<file path="src/rtl/pipe_ctrl_pkg.sv">
// Shared types and constants for the pipeline hazard/stall sequencer.
package pipe_ctrl_pkg;

  // Sequencer state: RUN is the normal issue state, MUL_WAIT counts down a multiply.
  typedef enum logic [0:0] {
    RUN      = 1'b0,
    MUL_WAIT = 1'b1
  } state_t;

  // Default geometry of the 8-bit pipeline.
  localparam int DEF_AW      = 3;
  localparam int DEF_MUL_LAT = 4;
  localparam int DEF_CW      = 16;

  // A flushed pipeline register loads all zeros, which decodes as a NOP/bubble.
  localparam logic [7:0] NOP_INSN = 8'h00;

  // True when a decode source operand is read and names the given register.
  function automatic logic src_hit(input logic used, input logic [7:0] src,
                                   input logic [7:0] dst);
    src_hit = used & (src == dst);
  endfunction

endpackage

</file>
<file path="src/rtl/sat_counter.sv">
// Saturating event counter with synchronous reset and clear.
module sat_counter #(
  parameter int W = 16
) (
  input  logic         clk,
  input  logic         rst,
  input  logic         clr,
  input  logic         inc,
  output logic [W-1:0] count
);

  logic [W-1:0] count_r;

  // Clear wins over increment; the count sticks at all-ones.
  always_ff @(posedge clk) begin
    if (rst) begin
      count_r <= {W{1'b0}};
    end else if (clr) begin
      count_r <= {W{1'b0}};
    end else if (inc && (count_r != {W{1'b1}})) begin
      count_r <= count_r + {{(W-1){1'b0}}, 1'b1};
    end else begin
      count_r <= count_r;
    end
  end

  assign count = count_r;

endmodule

</file>
<file path="src/rtl/pipeline_ctrl.sv">
// Hazard and stall sequencer: drives PC/fetch/decode enables and flushes for
// load-use hazards, taken branches and multi-cycle multiplies.
module pipeline_ctrl
  import pipe_ctrl_pkg::*;
#(
  parameter int AW      = DEF_AW,
  parameter int MUL_LAT = DEF_MUL_LAT,
  parameter int CW      = DEF_CW
) (
  input  logic          clk,
  input  logic          rst,
  input  logic          clr_stats,
  input  logic          dec_valid,
  input  logic          dec_use_a,
  input  logic          dec_use_b,
  input  logic [AW-1:0] dec_src_a,
  input  logic [AW-1:0] dec_src_b,
  input  logic          ex_valid,
  input  logic          ex_wr,
  input  logic          ex_is_load,
  input  logic [AW-1:0] ex_dst,
  input  logic          ex_branch_taken,
  input  logic          ex_mul_start,
  output logic          pc_en,
  output logic          fetch_en,
  output logic          decode_en,
  output logic          fetch_flush,
  output logic          decode_flush,
  output logic          ex_hold,
  output logic          mul_done,
  output logic          busy,
  output logic [CW-1:0] stall_count,
  output logic [CW-1:0] flush_count
);

  state_t     state_r, state_nxt_s;
  logic [3:0] cnt_r, cnt_nxt_s;
  logic       hazard_s;
  logic       flush_inc_s;
  logic       stall_inc_s;

  // Load-use hazard: execute holds a load whose destination decode wants to read.
  always_comb begin
    hazard_s = ex_valid & ex_is_load & ex_wr & dec_valid &
               (src_hit(dec_use_a, 8'(dec_src_a), 8'(ex_dst)) |
                src_hit(dec_use_b, 8'(dec_src_b), 8'(ex_dst)));
  end

  // State and multiply down-counter registers.
  always_ff @(posedge clk) begin
    if (rst) begin
      state_r <= RUN;
      cnt_r   <= 4'd0;
    end else begin
      state_r <= state_nxt_s;
      cnt_r   <= cnt_nxt_s;
    end
  end

  // Next-state and pipeline control decode; reset forces every output low.
  always_comb begin
    state_nxt_s  = state_r;
    cnt_nxt_s    = cnt_r;
    pc_en        = 1'b0;
    fetch_en     = 1'b0;
    decode_en    = 1'b0;
    fetch_flush  = 1'b0;
    decode_flush = 1'b0;
    ex_hold      = 1'b0;
    mul_done     = 1'b0;
    busy         = 1'b0;
    flush_inc_s  = 1'b0;
    if (rst) begin
      state_nxt_s = RUN;
      cnt_nxt_s   = 4'd0;
    end else begin
      case (state_r)
        RUN: begin
          if (ex_valid && ex_branch_taken) begin
            // Taken branch squashes fetch and decode; a multiply here is wrong-path.
            pc_en        = 1'b1;
            fetch_en     = 1'b1;
            decode_en    = 1'b1;
            fetch_flush  = 1'b1;
            decode_flush = 1'b1;
            flush_inc_s  = 1'b1;
          end else if (ex_valid && ex_mul_start) begin
            ex_hold     = 1'b1;
            state_nxt_s = MUL_WAIT;
            cnt_nxt_s   = 4'(MUL_LAT - 1);
          end else if (hazard_s) begin
            // Hold fetch/PC one cycle and push a bubble into execute.
            decode_en    = 1'b1;
            decode_flush = 1'b1;
          end else begin
            pc_en     = 1'b1;
            fetch_en  = 1'b1;
            decode_en = 1'b1;
          end
        end
        MUL_WAIT: begin
          busy = 1'b1;
          if (cnt_r != 4'd0) begin
            ex_hold   = 1'b1;
            cnt_nxt_s = cnt_r - 4'd1;
          end else begin
            mul_done    = 1'b1;
            pc_en       = 1'b1;
            fetch_en    = 1'b1;
            decode_en   = 1'b1;
            state_nxt_s = RUN;
          end
        end
        default: begin
          state_nxt_s = RUN;
          cnt_nxt_s   = 4'd0;
        end
      endcase
    end
  end

  // Every non-reset cycle without a PC update counts as a stall.
  always_comb begin
    stall_inc_s = ~pc_en & ~rst;
  end

  sat_counter #(.W(CW)) u_stall_cnt (
    .clk   (clk),
    .rst   (rst),
    .clr   (clr_stats),
    .inc   (stall_inc_s),
    .count (stall_count)
  );

  sat_counter #(.W(CW)) u_flush_cnt (
    .clk   (clk),
    .rst   (rst),
    .clr   (clr_stats),
    .inc   (flush_inc_s),
    .count (flush_count)
  );

endmodule
</file>
<file path="config.mk">
export PLATFORM = sky130hd
export DESIGN_NAME = pipeline_ctrl
export DESIGN_NICKNAME = d
export VERILOG_FILES = /design/src/rtl/pipe_ctrl_pkg.sv /design/src/rtl/sat_counter.sv /design/src/rtl/pipeline_ctrl.sv
export SDC_FILE = /design/constraint.sdc
export NUM_CORES = 1
export LEC_CHECK = 0
export CAP_MARGIN = 10
export CORE_ASPECT_RATIO = 0.9
export CORE_MARGIN = 3
export CORE_UTILIZATION = 42
export CTS_CLUSTER_SIZE = 20
export DETAILED_ROUTE_END_ITERATION = 7
export GPL_TIMING_DRIVEN = 0
export MAX_ROUTING_LAYER = met4
export PLACE_DENSITY = 0.76
export RECOVER_POWER = 50
export SYNTH_ARGS = -nofsm -noshare
export SYNTH_HDL_FRONTEND = slang
export SYNTH_SLANG_ARGS = --single-unit
</file>
<file path="constraint.sdc">
create_clock -name clk -period 2.1 [get_ports clk]
set_input_delay 0.315 -clock clk [delete_from_list [all_inputs] [get_ports clk]]
set_output_delay 0.315 -clock clk [all_outputs]
set_load 0.02 [all_outputs]
</file>
==> results of run 1 <==
==> tightest hold or removal path, cell delays in order (launching register included) <==
cell	delay [ns]
dfxtp_1	0.33
o31ai_1	0.07
a21oi_1	0.05
==> flip-flops by register name (all words and copies together) (netlist names) <==
signal,cells
cnt_r,4
state_r,1
u_stall_cnt.count,16
u_flush_cnt.count,16
==> cell families after synthesis <==
family / after synthesis
buf+inv: 14
flops: 37
xor+xnor: 22
simple gates: 108
fa+ha+maj: 4
compound gates: 44
mux: 1
==> per-stage QoR <==
step | TNS (ns) | area, um^2 | cells | worst slack, ns
detailed placement | -8.36 | 2590 | 349 | -0.587
global placement | -7.60 | 2590 | 349 | -0.548
floorplan | 0 | 1920 | 230 | 0.00920
CTS | -0.409 | 2750 | 367 | -0.154
global route | -1.65 | 2850 | 368 | -0.192
finish | -0.203 | 2850 | 368 | -0.101
==> repair_timing <==
item                                    4_1_cts  5_1_grt
buffers inserted                              9        1
gates resized for setup                      41       31
cloned                                        1        0
pin swaps                                     8       23
endpoints found under the setup margin       22       22
==> path summary, 6_finish.rpt <==
kind,end,cells after the start
worst max-delay path,pc_en,8
worst min-delay path,u_stall_cnt.count[11],2
worst max register to register,u_stall_cnt.count[0],10
worst min register to register,u_stall_cnt.count[11],2
==> power by group through the flow <==
stage          registers, mW  logic (mW)  clock network [mW]
2_1_floorplan          0.727      0.0795                   0
6_report               0.708       0.173               0.475
3_3_place_gp           0.727       0.151                   0
3_5_place_dp           0.727       0.154                   0
4_1_cts                0.710       0.170               0.495
5_1_grt                0.709       0.188               0.515
==> cell type report <==
| cell class | instances | area [um^2] | area share, % |
|---|---|---|---|
| clock inverter | 2 | 10.0 | 0.351 |
| buffer | 9 | 71.3 | 2.50 |
| tap | 60 | 75.1 | 2.64 |
| clock buffer | 6 | 72.6 | 2.55 |
| inverter | 5 | 18.8 | 0.659 |
| sequential | 37 | 751 | 26.4 |
| timing repair buffer | 70 | 678 | 23.8 |
| multi-input combinational | 179 | 1170 | 41.1 |
==> metal layers <==
layer  vias to the layer above  track usage [%]  share of wire (%)
li1                        978                -                  -
met2                        68             28.9                 47
met5                         -                -                  0
met1                       919             23.0                 47
met4                         0             7.65               0.46
met3                         4             4.29                5.9
==> cell usage in the layout, fill, tap and decap left out, types with 3 or more instances in the layout <==
cell type,n
dlymetal6s2s_1,7
clkdlybuf4s50_1,15
o21ai_1,6
dfxtp_1,33
a21oi_2,4
clkbuf_1,4
o31ai_1,4
xnor2_1,7
xor2_1,14
buf_4,10
nand2_1,19
nor2_1,27
or3_1,10
buf_6,9
and4_1,4
and3_1,6
nand3_1,18
dlygate4sd2_1,4
clkbuf_8,5
a21oi_1,12
o21ai_0,8
inv_1,3
dlygate4sd3_1,27
nand4_1,9
ha_1,3
or4_4,4
==> results.toml, run 1 <==
[floorplan]
ios = 60
die-height_um = 69.8
die_area_um2 = 5360
initial_core_util_pct = 45.0
die_width_um = 76.8
rows = 22
core_um2 = 4210

[route]
drc = 0
ant_nets = 0
num_vias = 1969
wl_per_cell_um = 13.5
drt_wl_total_mm = 4.97
vias_per_cell = 5.35
drtIter0Drc = 112
drtPass1Iterations = 4

[synthesis]
synthMuxAreaShare_pct = 0.528
synth_compound_area_share_pct = 14.2
netlist.area_leader.share_pct = 39.1
synth-seq-cells = 37
netlist_area_um2 = 1900
syn_area_per_cell_um2 = 8.25
synthFlopType = "dfxtp_1"
synth_top_family_by_area = "simple AND/OR/NAND/NOR gates"
synth_area_leader_cell = "dfxtp_1"
synth_xor_area_share_pct = 10.2
ys_top_cells_by_area = "dfxtp_1 39%, xor2_1 6.5%, nor2_1 5.5%, nand3_1 4.7%, a21oi_1 4.2%"
synth-edff-count = 0
ys_seq_area_share_pct = 39.1
synth_cell_types = 36
synth_fa_ha_area_share_pct = 2.64
synth_most_common_cell = "dfxtp_1"
yosys_warnings = 0
postSynthCellCount = 230
syn-num-nets = 254
ys_top_cells_by_count = "37 x dfxtp_1, 28 x nor2_1, 19 x nand2_1"
synthSimpleGateAreaFrac_pct = 29.2
synthArstFlopShare_pct = 0

[critical_path]
crit_chain = "inv_2, ha_1, or3b_4, a32o_2, nor2_4, a21boi_4, buf_6, buf_6"
crit_type = "reg -> out"
path_buf_inv = 3
startpoint = "cnt_r[0]"
rrSetupSlack_ns = -0.02
arrival_ns = 1.89
critPathTopFamily = "simple AND/OR/NAND/NOR gates"
crit_top_cell = "buf_6"
cpMaxStageDelayCell = "or3b_4"
required_ns = 1.78
worstSetupEndpointType = "primary output"
slowest_delay_ns = 0.37
r2r_start = "cnt_r[0]"
critPathMaxFanout = 2
worstSetupStartpointType = "flop"

[timing]
rsz0062_at_grt = "true"
hold_viol = 0
skew_ns = 0.00999
slew_headroom_pct = 57.4
finalSetupViolations = 4
worst_slack_ns = -0.101
worst_slew_pin_slew_ns = 0.637
max_freq_mhz = 454
fin_crit_ns = 2.20
slew_violations = 0
fin_crit_sh_pct = 105
hold_slack_ns = 0.499

[cts]
path_clk_slew_ns = 0.07
hold_buffers = 0
root_buffer = "clkbuf_8"
cts_made_buffers = 5
insertion_delay_ns = 0.29
cts.path.max_buffers = 2
h-tree-depth = 2
cts.sinks = 37
cts_tree = "built"

[global_routing]
grt_max_degree = 12
grt_pass1_wl_mm = 8.05
grt_usage_pct = 18.5
antenna_found_initial = 0
grt_remaining_overflow = 0
grt_pass1_vias = 1846

[power_and_ir_drop]
power.leakage_nw = 1.13
total_power_mw = 1.36
irDropWorstVdd_uv = 427
p_seq_share_pct = 52.2
pwr-share-clk_pct = 35.0
p_per_area_nw_per_um2 = 476
p_int_mw = 1.03
pwr-share-comb_pct = 12.8
switching_power_mw = 0.331
switching_share_pct = 24.4

[run_status]
violations = "negative setup slack"
status = "finished with violations"

[placement]
dp_hpwl_mm = 3.41
io_buffers = 59
gp_congestion = 0.792

[finish]
final_net_count = 331
fill_cells = 367
antenna_cells = 0
utilization_pct = 67.6
drive_above_1_share_pct = 18.5
syn2layout_area_growth_pct = 50.1

[min_path]
hold_start = "u_stall_cnt.count[11]"
hp-class = "reg -> reg"

[job]
drv_cap = 0
Power figures use the tool's default switching activity.
==> run 2, diff against run 1 <==
Settings changed: ABC_AREA from default to 1, CORE_UTILIZATION 42 to 44, PLACE_DENSITY 0.76 to 0.77.
==> run 2 against run 1 <==
Against the previous run: the flow now finishes without violations; via count increased by 21%; sequential power grew 1%; critical path depth is 4 higher; sequential share of layout area shrank 2.2 points; final cell count increased by 29%; critical path type unchanged; largest power group unchanged.
==> results.toml, run 2 <==
[run_status]
status = "completed"

[critical_path]
arrival_ns = 1.72
worstSetupStartpointType = "flop"
required_ns = 1.78
worstSetupEndpointType = "primary output"
rr_endpoint = "u_stall_cnt.count[8]"
rr_worst_depth = 10
endpoint = "pc_en"
r2r_start = "u_stall_cnt.count[1]"
startpoint = "cnt_r[0]"
crit_type = "reg -> out"
critPathMaxFanout = 3
rrSetupSlack_ns = 0.21

[timing]
hold_slack_ns = 0.420
hold_viol = 0
slew_headroom_pct = 67.7
worst_slew_pin_slew_ns = 0.484
skew_ns = 0.00457
slew_violations = 0
max_freq_mhz = 491
finalSetupViolations = 0
fin_crit_ns = 2.04
fin_crit_sh_pct = 97.0

[finish]
drive_above_1_share_pct = 14.1
fin_area_um2 = 3090
syn2layout_area_growth_pct = 40.0
final_cells = 473
antenna_cells = 0
fill_cells = 410
mostFrequentLayoutCells = "84 x nand2_1, 47 x clkdlybuf4s50_1, 37 x nor2_1"
final_net_count = 434
mostFrequentLayoutCell = "nand2_1"

[cts]
path_clk_slew_ns = 0.07
cts.sinks = 37
cts_made_buffers = 5
h-tree-depth = 2
hold_buffers = 0
cts_tree = "built"
insertion_delay_ns = 0.29
root_buffer = "clkbuf_8"
cts.path.max_buffers = 2

[route]
num_vias = 2375
drtPass1Iterations = 4
drtIter0Drc = 150
vias_per_cell = 5.02
ant_nets = 0
drc = 0
drt_wl_total_mm = 5.70
wl_per_cell_um = 12.1

[synthesis]
synthFlopType = "dfxtp_1"
yosys_warnings = 0
netlist.area_leader.share_pct = 33.6
synthArstFlopShare_pct = 0
synth-edff-count = 0
ys_top_cells_by_area = "dfxtp_1 34%, nand2_1 15%, nand3_1 7.3%, nor2_1 7.2%, xor2_1 6.8%"
synth_most_common_cell = "nand2_1"
synth-seq-cells = 37
postSynthCellCount = 337
synth_cell_types = 28
ys_seq_area_share_pct = 33.6
netlist_area_um2 = 2200
ys_top_cells_by_count = "88 x nand2_1, 42 x nor2_1, 37 x dfxtp_1, 37 x inv_1, 32 x nand3_1"
syn_area_per_cell_um2 = 6.54
synth_area_leader_cell = "dfxtp_1"
syn-num-nets = 361

[power_and_ir_drop]
p_per_area_nw_per_um2 = 461
power.leakage_nw = 1.20
irDropWorstVdd_uv = 390

[global_routing]
grt_usage_pct = 20.8
grt_pass1_vias = 2194
grt_pass1_wl_mm = 9.48
grt_max_degree = 13
grt_remaining_overflow = 0
antenna_found_initial = 0

[placement]
placed_area_um2 = 2870
io_buffers = 58
dp_hpwl_mm = 4.10
dp.cells = 457
gp_congestion = 0.900

[floorplan]
die-height_um = 73.2
ios = 60
core_um2 = 4630
die_area_um2 = 5900
initial_core_util_pct = 47.6
rows = 23
die_width_um = 80.6

[min_path]
hp-class = "in -> reg"
holdPathStages = 2

[job]
drv_cap = 0
==> run 2: cell types whose count changed in the layout (fill, tap and decap cells not counted), moves of 10 or more <==
cell             delta
a21oi_1            +15
nand3_1            +12
inv_1              +29
nand2_1            +65
nor2_1             +10
dlygate4sd3_1      -27
or3_1              -10
clkdlybuf4s50_1    +32
==> run 2: timing repair <==
action,in CTS,in global routing
buffers inserted,1,7
resized for setup,23,35
setup endpoints to repair,6,34
pin swaps,0,11
==> run 2: report_power, final <==
group	total (mW)	internal, mW	leakage [nW]	switching (mW)
Sequential	0.717	0.709	0.300	0.00767
Clock	0.493	0.229	0.0439	0.264
Combinational	0.214	0.0981	0.857	0.116
==> run 2: worst min-delay path by stage <==
stage	start	end	slack (ns)
final	rst	cnt_r[2]	0.42
after global placement	u_flush_cnt.count[4]	u_flush_cnt.count[4]	0.47
after floorplan	cnt_r[2]	cnt_r[2]	0.47
after global routing	rst	cnt_r[2]	0.45
after detailed placement	u_flush_cnt.count[4]	u_flush_cnt.count[4]	0.47
after CTS	rst	cnt_r[2]	0.41
==> run 2: metrics by stage <==
stage / util [%] / total power, mW / setup TNS [ns] / setup WS (ns)
2_1_floorplan: - / 0.833 / 0 / 0.126
3_3_place_gp: 61.8 / 0.910 / -2.70 / -0.520
3_5_place_dp: 61.8 / 0.913 / -2.71 / -0.497
4_1_cts: 63.8 / 1.40 / 0 / 0.00144
5_1_grt: 66.6 / 1.49 / -0.358 / -0.0650
6_report: 66.6 / 1.42 / 0 / 0.0638
==> run 2: layout make-up <==
class	count	area (um^2)	area share, %
multi-input combinational	254	1350	43.7
sequential	37	744	24.1
timing repair buffer	66	636	20.6
inverter	37	141	4.58
tap	62	77.6	2.51
clock buffer	5	68.8	2.23
buffer	9	52.6	1.70
clock inverter	3	17.5	0.567
==> run 2: kinds of logic after synthesis <==
| kind of cell | count (synthesis) | synth area share, % |
|---|---|---|
| buffers and inverters | 46 | 8.51 |
| XOR/XNOR | 21 | 8.34 |
| flip-flops | 37 | 33.6 |
| AND/OR/NAND/NOR | 188 | 37.5 |
| AO/OA/AOI/OAI | 41 | 9.76 |
| adder cells (fa/ha/maj) | 4 | 2.27 |
==> run 2: metal layers <==
metal  track usage, %  share of wire (%)  up-vias
met3             5.19                5.1        9
met4             6.00                1.2        0
li1                 -                  -     1234
met2             33.4                 48       61
met1             26.0                 46     1071
met5                -                  0        -
==> run 2: critical path: stages, from the launching register on <==
cell     delay (ns)
dfxtp_2        0.32
inv_2          0.08
ha_4           0.13
nand2_2        0.06
nor2_2         0.11
nor2_2         0.06
a21oi_2        0.15
inv_2          0.08
nor2_4         0.13
nand2_2        0.06
inv_2          0.06
buf_6          0.08
buf_6          0.10
